[config.mk]
export PLATFORM = sky130hd
export DESIGN_NAME = l1_bus_unit
export DESIGN_NICKNAME = d
export VERILOG_FILES = /design/src/rtl/l1_bus_unit_pkg.sv /design/src/rtl/l1_bus_unit.sv
export SDC_FILE = /design/constraint.sdc
export NUM_CORES = 1
export LEC_CHECK = 0
export BUFFER_PORTS_ARGS = -buffer_cell sky130_fd_sc_hd__clkbuf_2
export CORE_MARGIN = 5
export CORE_UTILIZATION = 47
export CTS_BUF_LIST = sky130_fd_sc_hd__clkbuf_8
export DETAILED_ROUTE_END_ITERATION = 7
export PLACE_DENSITY = 0.77
export RECOVER_POWER = 50
export SKIP_CTS_REPAIR_TIMING = 1
export SLEW_MARGIN = 5
export SYNTH_ARGS = -nofsm -noshare
export SYNTH_HDL_FRONTEND = slang
export SYNTH_SLANG_ARGS = --single-unit
[constraint.sdc]
create_clock -name clk -period 2.7 [get_ports clk]
set_clock_uncertainty 0.15 [all_clocks]
set_input_delay 0.27 -clock clk [delete_from_list [all_inputs] [get_ports clk]]
set_output_delay 0.27 -clock clk [all_outputs]
set_load 0.05 [all_outputs]
[src/rtl/l1_bus_unit_pkg.sv]
// Shared types and constants for the L1 cache-to-bus responder.
// State encoding, one-hot size codes and line-offset helpers.
package l1_bus_unit_pkg;

  typedef enum logic [2:0] {
    ST_IDLE = 3'd0,
    ST_WR   = 3'd1,
    ST_RD   = 3'd2,
    ST_LINE = 3'd3,
    ST_DONE = 3'd4,
    ST_HOLD = 3'd5
  } state_e;

  localparam logic [3:0] SZ_B = 4'b0001;
  localparam logic [3:0] SZ_H = 4'b0010;
  localparam logic [3:0] SZ_W = 4'b0100;
  localparam logic [3:0] SZ_D = 4'b1000;

  localparam int LINE_BEATS_DEF = 8;
  localparam int LINE_OFF_W     = $clog2(LINE_BEATS_DEF * 8);

  function automatic logic size_ok(input logic [3:0] s);
    return (s == SZ_B) || (s == SZ_H) || (s == SZ_W) || (s == SZ_D);
  endfunction

endpackage

[src/rtl/l1_bus_unit.sv]
// Runs L1 write-through, single-read and line-fill requests as memory bus
// transactions; line data returns beat by beat, then completion/error.
module l1_bus_unit
  import l1_bus_unit_pkg::*;
#(
  parameter int ADDR_W     = 64,
  parameter int DATA_W     = 64,
  parameter int LINE_BEATS = 8
) (
  input  logic              clk,
  input  logic              rst,
  input  logic              L1_write_through_req,
  input  logic              read_req,
  input  logic              read_line_req,
  input  logic [3:0]        L1_size,
  input  logic [ADDR_W-1:0] pa,
  input  logic [DATA_W-1:0] wt_data,
  output logic [63:0]       line_data,
  output logic [10:0]       addr_count,
  output logic              line_write,
  output logic              cache_entry_write,
  output logic              trans_rdy,
  output logic              bus_error,
  output logic              bus_req,
  output logic              bus_we,
  output logic [ADDR_W-1:0] bus_addr,
  output logic [3:0]        bus_size,
  output logic [DATA_W-1:0] bus_wdata,
  input  logic              bus_ack,
  input  logic [DATA_W-1:0] bus_rdata,
  input  logic              bus_err
);

  localparam int OFF_W  = $clog2(LINE_BEATS * 8);
  localparam int BEAT_W = $clog2(LINE_BEATS);
  localparam logic [BEAT_W-1:0] LAST_BEAT = BEAT_W'(LINE_BEATS - 1);

  state_e              state_q;
  logic [ADDR_W-1:0]   addr_q;
  logic [BEAT_W-1:0]   beat_q;
  logic                line_q;
  logic                err_q;

  logic [63:0]         line_data_q;
  logic [10:0]         addr_count_q;
  logic                line_write_q;
  logic                cache_entry_write_q;
  logic                trans_rdy_q;
  logic                bus_error_q;
  logic                bus_req_q;
  logic                bus_we_q;
  logic [ADDR_W-1:0]   bus_addr_q;
  logic [3:0]          bus_size_q;
  logic [DATA_W-1:0]   bus_wdata_q;

  logic [ADDR_W-1:0]   line_base_d;
  logic [ADDR_W-1:0]   beat_addr_d;

  assign line_base_d = {pa[ADDR_W-1:OFF_W], OFF_W'(0)};
  assign beat_addr_d = addr_q + ADDR_W'({beat_q, 3'b000});

  always_ff @(posedge clk) begin
    if (rst) begin
      state_q             <= ST_IDLE;
      addr_q              <= '0;
      beat_q              <= '0;
      line_q              <= 1'b0;
      err_q               <= 1'b0;
      line_data_q         <= '0;
      addr_count_q        <= '0;
      line_write_q        <= 1'b0;
      cache_entry_write_q <= 1'b0;
      trans_rdy_q         <= 1'b0;
      bus_error_q         <= 1'b0;
      bus_req_q           <= 1'b0;
      bus_we_q            <= 1'b0;
      bus_addr_q          <= '0;
      bus_size_q          <= '0;
      bus_wdata_q         <= '0;
    end else begin
      line_write_q        <= 1'b0;
      cache_entry_write_q <= 1'b0;
      trans_rdy_q         <= 1'b0;
      bus_error_q         <= 1'b0;

      case (state_q)
        ST_IDLE: begin
          beat_q <= '0;
          line_q <= 1'b0;
          err_q  <= 1'b0;
          if (L1_write_through_req || read_req) begin
            addr_q <= pa;
          end
          if (L1_write_through_req) begin
            if (size_ok(L1_size)) begin
              state_q     <= ST_WR;
              bus_req_q   <= 1'b1;
              bus_we_q    <= 1'b1;
              bus_addr_q  <= pa;
              bus_size_q  <= L1_size;
              bus_wdata_q <= wt_data;
            end else begin
              err_q   <= 1'b1;
              state_q <= ST_DONE;
            end
          end else if (read_line_req) begin
            addr_q      <= line_base_d;
            line_q      <= 1'b1;
            state_q     <= ST_LINE;
            bus_req_q   <= 1'b1;
            bus_we_q    <= 1'b0;
            bus_addr_q  <= line_base_d;
            bus_size_q  <= SZ_D;
            bus_wdata_q <= '0;
          end else if (read_req) begin
            if (size_ok(L1_size)) begin
              state_q     <= ST_RD;
              bus_req_q   <= 1'b1;
              bus_we_q    <= 1'b0;
              bus_addr_q  <= pa;
              bus_size_q  <= L1_size;
              bus_wdata_q <= '0;
            end else begin
              err_q   <= 1'b1;
              state_q <= ST_DONE;
            end
          end
        end

        ST_WR, ST_RD: begin
          if (bus_req_q && bus_ack) begin
            bus_req_q <= 1'b0;
            err_q     <= bus_err;
            state_q   <= ST_DONE;
            if (state_q == ST_RD) begin
              line_data_q <= 64'(bus_rdata);
            end
          end
        end

        // One bus cycle per beat; a new request goes out in the line_write cycle.
        ST_LINE: begin
          if (!bus_req_q) begin
            bus_req_q  <= 1'b1;
            bus_addr_q <= beat_addr_d;
          end else if (bus_ack) begin
            bus_req_q <= 1'b0;
            if (bus_err) begin
              err_q   <= 1'b1;
              state_q <= ST_DONE;
            end else begin
              line_data_q  <= 64'(bus_rdata);
              addr_count_q <= 11'({beat_q, 3'b000});
              line_write_q <= 1'b1;
              beat_q       <= beat_q + BEAT_W'(1);
              if (beat_q == LAST_BEAT) begin
                state_q <= ST_DONE;
              end
            end
          end
        end

        ST_DONE: begin
          trans_rdy_q         <= 1'b1;
          bus_error_q         <= err_q;
          cache_entry_write_q <= line_q && !err_q;
          state_q             <= ST_HOLD;
        end

        // Requests are ignored here while L1 reacts to trans_rdy.
        ST_HOLD: state_q <= ST_IDLE;

        default: state_q <= ST_IDLE;
      endcase
    end
  end

  assign line_data         = line_data_q;
  assign addr_count        = addr_count_q;
  assign line_write        = line_write_q;
  assign cache_entry_write = cache_entry_write_q;
  assign trans_rdy         = trans_rdy_q;
  assign bus_error         = bus_error_q;
  assign bus_req           = bus_req_q;
  assign bus_we            = bus_we_q;
  assign bus_addr          = bus_addr_q;
  assign bus_size          = bus_size_q;
  assign bus_wdata         = bus_wdata_q;

endmodule

Yosys cells after proc, flatten, opt, wreduce, memory -nomap -nowiden
Cells that the tools add are included.
{"block": "word_totals", "register_bits": 277, "latch_bits": 0, "ram_bits": 0, "mem_bits_ro": 0, "output_inout_bits": 213, "memories": 0}
{"block": "op_classes", "add_sub_neg": 2, "n_mul": 0, "div_mod_pow": 0, "magnitude_cmp": 0, "eq_ne": 19, "n_shift": 0, "mux": 65, "n_bitwise": 5, "n_reduce_logical": 25}
{"operator": "2-to-1 mux 64 bit", "count": 18}
{"operator": "case mux 64 bit (2 select lines)", "count": 2}
{"operator": "adder 64 x 6 -> 64 bit", "count": 1}
{"operator": "2-to-1 mux 3 bit", "count": 13}
{"operator": "2-to-1 mux 1 bit", "count": 24}
{"operator": "2-to-1 mux 4 bit", "count": 4}
{"operator": "!= test 2 bit (second input constant)", "count": 7}
{"operator": "case mux 3 bit (4 select lines)", "count": 1}
{"operator": "AND reduction 4 bit", "count": 3}
{"operator": "AND reduction 5 bit", "count": 2}
{"operator": "equality test 3 x 2 -> 1 bit (second input constant)", "count": 2}
{"operator": "equality test 3 bit (second input constant)", "count": 2}
{"operator": "case mux 1 bit (3 select lines)", "count": 2}
{"operator": "case mux 3 bit (2 select lines)", "count": 1}
{"operator": "AND reduction 3 bit", "count": 2}
{"operator": "AND reduction 6 bit", "count": 1}
{"operator": "nonzero test 2 bit", "count": 3}
{"operator": "nonzero test 3 bit", "count": 2}
{"operator": "NOT 1 bit", "count": 5}
{"operator": "equality test 4 x 1 -> 1 bit (second input constant)", "count": 1}
{"operator": "equality test 4 x 2 -> 1 bit (second input constant)", "count": 1}
{"operator": "equality test 4 x 3 -> 1 bit (second input constant)", "count": 1}
{"operator": "equality test 4 bit (second input constant)", "count": 1}
{"operator": "logical OR 1 bit", "count": 4}
{"operator": "11 further kinds", "count": 13}

Longest topological paths before layout
Gate-level depths: netlist of run 1.
{"block": "depth", "word_depth": 9, "depth_mapped": 10, "depth_no_buf": 9}

Worst setup path after synthesis of run 1
No wires, ideal clock.
{"block": "synth_timing", "kind": "flip-flop to flip-flop", "startpoint": "register beat_q[0]", "endpoint": "register bus_addr_q[37], in the netlist bus_addr[37]", "setup_ns": 0.070, "arrival_time_ns": 2.391, "required_time_ns": 2.480, "setup_slack_ns": 0.089, "path_stages_with_launch": 10, "n_path_buf": 0, "synth_period_minus_slack_ns": 2.611, "path_cell_list": "dfxtp_1 ha_1 inv_1 fa_1 nor2b_1 o21a_1 nand4_1 or4_1 a311o_1 a21oi_1"}
{"block": "synth_between", "elab_chain_len": 3}
{"element": "start, declared", "line_no": "l1_bus_unit.sv:40", "source": "logic [BEAT_W-1:0] beat_q;"}
{"element": "start signal, assigned", "line_no": "l1_bus_unit.sv:155", "source": "beat_q <= beat_q + BEAT_W'(1);"}
{"element": "adder 64 x 6 -> 64 bit", "line_no": "l1_bus_unit.sv:60", "source": "assign beat_addr_d = addr_q + ADDR_W'({beat_q, 3'b000});"}
{"element": "2-to-1 mux 64 bit", "line_no": "l1_bus_unit.sv:143", "source": "if (!bus_req_q) begin"}
{"element": "case mux 64 bit (2 select lines)", "line_no": "l1_bus_unit.sv:86", "source": "case (state_q)"}
{"element": "end signal, assigned", "line_no": "l1_bus_unit.sv:99", "source": "bus_addr_q <= pa;"}
{"element": "end signal, assigned", "line_no": "l1_bus_unit.sv:112", "source": "bus_addr_q <= line_base_d;"}
{"element": "end signal, assigned", "line_no": "l1_bus_unit.sv:145", "source": "bus_addr_q <= beat_addr_d;"}
{"element": "end, declared", "line_no": "l1_bus_unit.sv:52", "source": "logic [ADDR_W-1:0] bus_addr_q;"}
Every way passes these cells. The select of a mux whose other input is x is not followed.
A chain may end at the register's enable or synchronous reset.

Worst setup path after layout of run 1
Ends and elaborated chain as after synthesis.

==> results of run 1 <==
## path summary, 6_finish.rpt
path / to / start / depth (start not counted)
worst max-delay path: bus_addr[37] / beat_q[0] / 9
worst min-delay path: bus_size[3] / L1_size[3] / 3
worst max register to register: bus_addr[37] / beat_q[0] / 9
worst min register to register: line_data[20] / line_data[20] / 2
## state kept, by name, summed over array words and instances (netlist names)
| name | cells |
|---|---|
| addr_count | 3 |
| trans_rdy | 1 |
| line_write | 1 |
| bus_req | 1 |
| err_q | 1 |
| bus_error | 1 |
| cache_entry_write | 1 |
| addr_q | 64 |
| bus_addr | 64 |
| beat_q | 3 |
| line_q | 1 |
| bus_size | 4 |
| bus_we | 1 |
| bus_wdata | 64 |
| state_q | 3 |
| line_data | 64 |
## final cells by class
class / instances / share of cell area
inverter: 11 / 0.00244
clock buffer: 65 / 0.0528
antenna: 4 / 0.000591
clock inverter: 21 / 0.00864
multi-input combinational: 1047 / 0.337
timing repair buffer: 656 / 0.247
sequential: 277 / 0.327
tap: 324 / 0.0239
## power groups by stage
stage                     logic [mW]  registers [mW]  clock network (mW)
after floorplan                 1.59            5.92                   0
after global placement          3.54            5.07                   0
after detailed placement        3.58            5.09                   0
after CTS                       3.60            5.01                4.12
after global routing            4.08            5.08                4.33
final                           3.85            5.03                4.08
## cells by family after synthesis
kind of cell    synth area share
simple gates               0.223
compound gates             0.210
flops                      0.474
buf+inv                   0.0444
xor+xnor                  0.0359
fa+ha+maj                0.00706
mux                      0.00513
other cells             0.000321
## metal layers
layer  global-route usage  share of wire  vias to the layer above
met5                    0              0                        -
met4                0.112          0.041                        0
met3               0.0816          0.094                      144
met2                0.458           0.49                      782
met1                0.334           0.37                     6394
li1                     -              -                     6267
## layout by cell type (no fill, tap or decap), types with 13 or more instances in the layout
cell,n
buf_4,45
a22oi_1,74
a211o_1,13
clkbuf_2,204
dlygate4sd3_1,198
nor2_1,126
nand3_1,31
a21oi_1,180
nor4_1,15
nand4_1,24
clkbuf_8,65
nand2_1,303
nor3_1,30
dfxtp_1,277
o21ai_0,35
xor2_1,16
inv_1,20
clkbuf_1,205
xnor2_1,32
## worst max-delay path, delay by kind of cell, from the launching register on
kind	cells	cell delay, ps
AOI/OAI and AO/OA	3	610
adders and majority gates	2	570
buffers and inverters	1	60
DFF	1	340
and+or+nand+nor	3	830
## metrics by stage
step | cell area, um^2 | cells | utilization
after global routing | 16900 | 2404 | 0.695
after global placement | 14200 | 2117 | 0.581
after floorplan | 11700 | 1451 | -
after CTS | 15200 | 2203 | 0.623
final | 16900 | 2405 | 0.695
after detailed placement | 14200 | 2117 | 0.581
==> metrics.txt, run 1 <==
Net Sw Frac=0.375; H-tree depth=2; drt drc=0; top cell type's share of synthesized area=0.474; TritonCTS clock tree=built; Bufs on Longest Clock Path=3; Slew Limit Fails=69; failing checks=max-capacitance violations, max-slew violations; Int Pwr=8.09 mW; multi-input logic area=5710 um^2; pwr dens=764 nW/um^2; routed len/inst=19.1 um; # fillers=1937; Die Ht=168 um; Mapped Area=11700 um^2; first-pass GRT wire length=63700 um; cell count after synthesis=1444; PortBufs=407; highest clock rate=0.380 GHz; vias in the first global route=11800; setup TNS=0 ps; Max-Cap Viols=1; Critical Path, Cell by Cell=ha_2 -> inv_1 -> fa_2 -> nor2b_4 -> o21a_1 -> nand4_1 -> or4_4 -> a311o_1 -> a21oi_1; CTS root buf=clkbuf_8; DRT Wirelength=45900 um; Clock power frac=0.315; Pre-antenna DRT Iters=6; Min Hold Slack=13.5 ps; critical path capture point type=flop; total CTS buffers=47; top-count cell post-synth=nand2_1; hpwl dp=29700 um; commonest cells in the netlist=nand2_1 (304), dfxtp_1 (277), a21oi_1 (182); status=complete, but fails checks; Initial Util=0.480; startpoint types=flop; Place WS=-55.6 ps; Final WS setup=65.3 ps; layout cell share with drive strength beyond 1=0.170; Lkg Pwr=6.66 nW; Gate power share=0.297; Core ar.=24400 um^2; Distinct cells, synth=62; Sw Pwr=4.86 mW; fin crit period=2630 ps; ys flop type=dfxtp_1; Setup CP Type=reg -> reg; Critical Path AT=2960 ps; Syn Area/Cell=8.10 um^2; top cells by area, synth=dfxtp_1 (47%), nand2_1 (9.8%), a21oi_1 (7.8%); part of the power in registers=0.388; Post-synth EDFFs=0; Largest stage delay, worst path=520 ps; CP Max Fanout=3; Vias per Instance=5.65; DR iter-0 viols=1561; later-pin clock latency in the skew report=550 ps; io pins=416; Std-Cell Rows=57; Req. time, crit path=3020 ps; Die Wd=168 um; Synth area leader=dfxtp_1; clock tree sinks=277; largest net degree at the start of global routing=86; Async SR Flop Fraction=0; initial antenna violation count=3; endpoints failing setup=0; Tcrit/Tclk final=0.976; Area growth syn-to-layout=44.8%; sequential element share of the synthesized area=0.474; worst vdd ir=0.562 mV; Register-to-Register Setup Slack=70 ps; placer's final routability congestion estimate=0.910; Antenna Nets Post-Route=0; nets=2249; Ys Warns=0; HP Class=in -> reg; Pwr Total=13.0 mW; Slew HR=-0.0140; clk slew on worst S/H paths=60 ps; #FFs+latches synth=277; gr usage total=0.275; RSZ-0062 raised after global routing=false; Worst-Margin Slew=1520 ps; gr ovfl total=0; Critical-path top delay cell=or4_4; register area=5550 um^2; Hold Fails Final Rpt=0; DR vias=13600; Die ar.=28100 um^2
Note: power is estimated with default switching activity, not from simulation.
==> inputs of run 2 (changes only) <==
--- a/config.mk
+++ b/config.mk
@@ -10,7 +10,7 @@
 export CORE_UTILIZATION = 47
 export CTS_BUF_LIST = sky130_fd_sc_hd__clkbuf_8
 export DETAILED_ROUTE_END_ITERATION = 7
-export PLACE_DENSITY = 0.77
+export PLACE_DENSITY = 0.79
 export RECOVER_POWER = 50
 export SKIP_CTS_REPAIR_TIMING = 1
 export SLEW_MARGIN = 5
==> metrics.txt, run 2 (synthesized netlist as in run 1, its figures left out) <==
status=finished, final reports clean; Pre-antenna DRT Iters=8 (+2); Max-Cap Viols=0 (-1); Int Pwr=7.96 mW (-1.6%); Die Ht=168 um (unchanged); DRT Wirelength=46500 um (+1.4%); commonest cells after routing, fill and taps aside=nand2_1 (303), dfxtp_1 (277), clkbuf_1 (206); part of the power in registers=0.394 (+0.006); startpoint types=flop; Antenna Nets Post-Route=0 (unchanged); Bufs on Longest Clock Path=3 (unchanged); TritonCTS clock tree=built; pwr dens=757 nW/um^2 (-0.94%); area of placed instances=14200 um^2 (about the same); Initial Util=0.480 (unchanged); clock tree sinks=277 (unchanged); # fillers=1948 (+0.57%); drt drc=0 (unchanged); gr usage total=0.271 (-0.00429); io pins=416 (unchanged); endpoints failing setup=0 (unchanged); H-tree depth=2 (unchanged); r2r endpoint=addr_q[16]; placer's final routability congestion estimate=0.902 (-0.89%); Lkg Pwr=6.65 nW (-0.10%); total CTS buffers=47 (unchanged); nets=2250 (+0.044%); initial antenna violation count=1 (-2); Critical-path top delay cell=or3_1; Hold Path Sink=bus_size[3]; Setup CP Type=reg -> reg; Min-Delay Path Depth=3 (unchanged); Largest stage delay, worst path=560 ps (+40 ps); Hold Path Origin=L1_size[3]; Setup crit start=state_q[2]; Place WS=11.4 ps (+67.0 ps); Vias per Instance=5.64 (-0.21%); Min Hold Slack=8.66 ps (-4.80 ps); Sw Pwr=4.86 mW (about the same); Slew Limit Fails=0 (-100%); Area growth syn-to-layout=44.7% (about the same); Slew HR=0.190 (+0.204); setup TNS=0 ps (unchanged); worst vdd ir=0.560 mV (-0.35%); Critical Path, Cell by Cell=or3_1 -> nor2_4 -> buf_4 -> nand2_1 -> a21oi_1 -> dlygate4sd3_1; most common cell after layout, fill and taps aside=nand2_1; hpwl dp=29300 um (-1.3%); gr ovfl total=0 (unchanged); GRT Max-Usage Layer=met2; DR vias=13600 (-0.17%); routed len/inst=19.3 um (+1.4%); fin crit period=2690 ps (+53.0 ps); PortBufs=407 (unchanged); Final WS setup=12.3 ps (-53.0 ps); Hold Fails Final Rpt=0 (unchanged); vias in the first global route=11700 (-0.38%); met3 Resource Use GR=0.0804 (-0.00117); Critical Path AT=3040 ps (+80 ps); met2 usage in global routing=0.459 (+0.00192); Register-to-Register Setup Slack=10 ps (-50 ps); reg2reg start=state_q[2]; Top delay family on crit path=simple AND/OR/NAND/NOR gates; Design Area, Final=16900 um^2 (about the same); Req. time, crit path=3050 ps (+30 ps); CP Max Fanout=25 (+22); CTS root buf=clkbuf_8; Placed Instances=2115 (-0.094%); first-pass GRT wire length=63000 um (-1.1%); layout cell share with drive strength beyond 1=0.167 (-0.00377); r2r worst-path depth=6 (-3); DR iter-0 viols=1515 (-2.9%); Core ar.=24400 um^2 (unchanged); largest net degree at the start of global routing=104 (+21%); Worst Path Buf+Inv=2 (+1); HP Class=in -> reg; GRT met1 Usage=0.332 (-0.00197); Die Wd=168 um (unchanged); later-pin clock latency in the skew report=570 ps (+20 ps); highest clock rate=0.372 GHz (-2.0%); Clock power frac=0.308 (-0.007); Net Sw Frac=0.379 (+0.00377); critical path capture point type=flop; Std-Cell Rows=57 (unchanged); Die ar.=28100 um^2 (unchanged); final non-filler cell total=2406 (+0.042%); Worst-Margin Slew=1220 ps (-306 ps); clk slew on worst S/H paths=60 ps (about the same); Tcrit/Tclk final=0.995 (+0.0196); Gate power share=0.298 (about the same)
-- run 2: cell types whose count changed in the layout (fill, tap and decap cells not counted), sizes merged --
cell,before,now
dlygate4sd3,198,201
clkbuf,474,472
diode,4,6
buf,49,48
bufinv,2,1
clkinv,10,9
inv,20,21
-- run 2: how the worst max path moves through the flow --
| stage | endpoint | slack (ps) | depth (start not counted) |
|---|---|---|---|
| 6_report | addr_q[16] | 10 | 6 |
| 5_1_grt | addr_q[16] | -50 | 6 |
| 4_1_cts | bus_addr[37] | -2 | 9 |
| 3_5_place_dp | bus_addr[37] | 10 | 9 |
| 3_3_place_gp | bus_addr[37] | 50 | 9 |
| 2_1_floorplan | bus_addr[37] | 90 | 9 |
-- run 2: final cells by class --
type	instances	area (um^2)	area share
clock buffers	64	881	0.0520
clock inverters	20	111	0.00658
inverters	11	41.3	0.00244
multi-input cells	1047	5710	0.337
repair buffers	657	4230	0.250
well taps	324	405	0.0239
diodes	6	15.0	0.000887
flip-flops and latches	277	5550	0.328
-- run 2: metal layers --
layer / part of all wire / up-vias
met1: 0.37 / 6317
met4: 0.039 / 0
met2: 0.50 / 816
met5: 0 / -
li1: - / 6273
met3: 0.096 / 158
-- run 2: through the flow --
stage                      util  power (mW)
after global placement    0.581        8.59
after detailed placement  0.581        8.66
after floorplan               -        7.51
final                     0.694        12.8
after CTS                 0.621        12.6
after global routing      0.694        13.4
-- run 2: power by group through the flow --
stage / clock network (mW) / logic [mW] / registers [mW]
after floorplan: 0 / 1.59 / 5.92
after global placement: 0 / 3.50 / 5.09
after detailed placement: 0 / 3.55 / 5.11
after CTS: 3.97 / 3.56 / 5.03
after global routing: 4.20 / 4.07 / 5.10
final: 3.95 / 3.82 / 5.05
-- run 2: worst min-delay path: cells and delay by family --
kind                   cells  cell delay [ps]
buffers and inverters      1              150
AND/OR/NAND/NOR            2              260
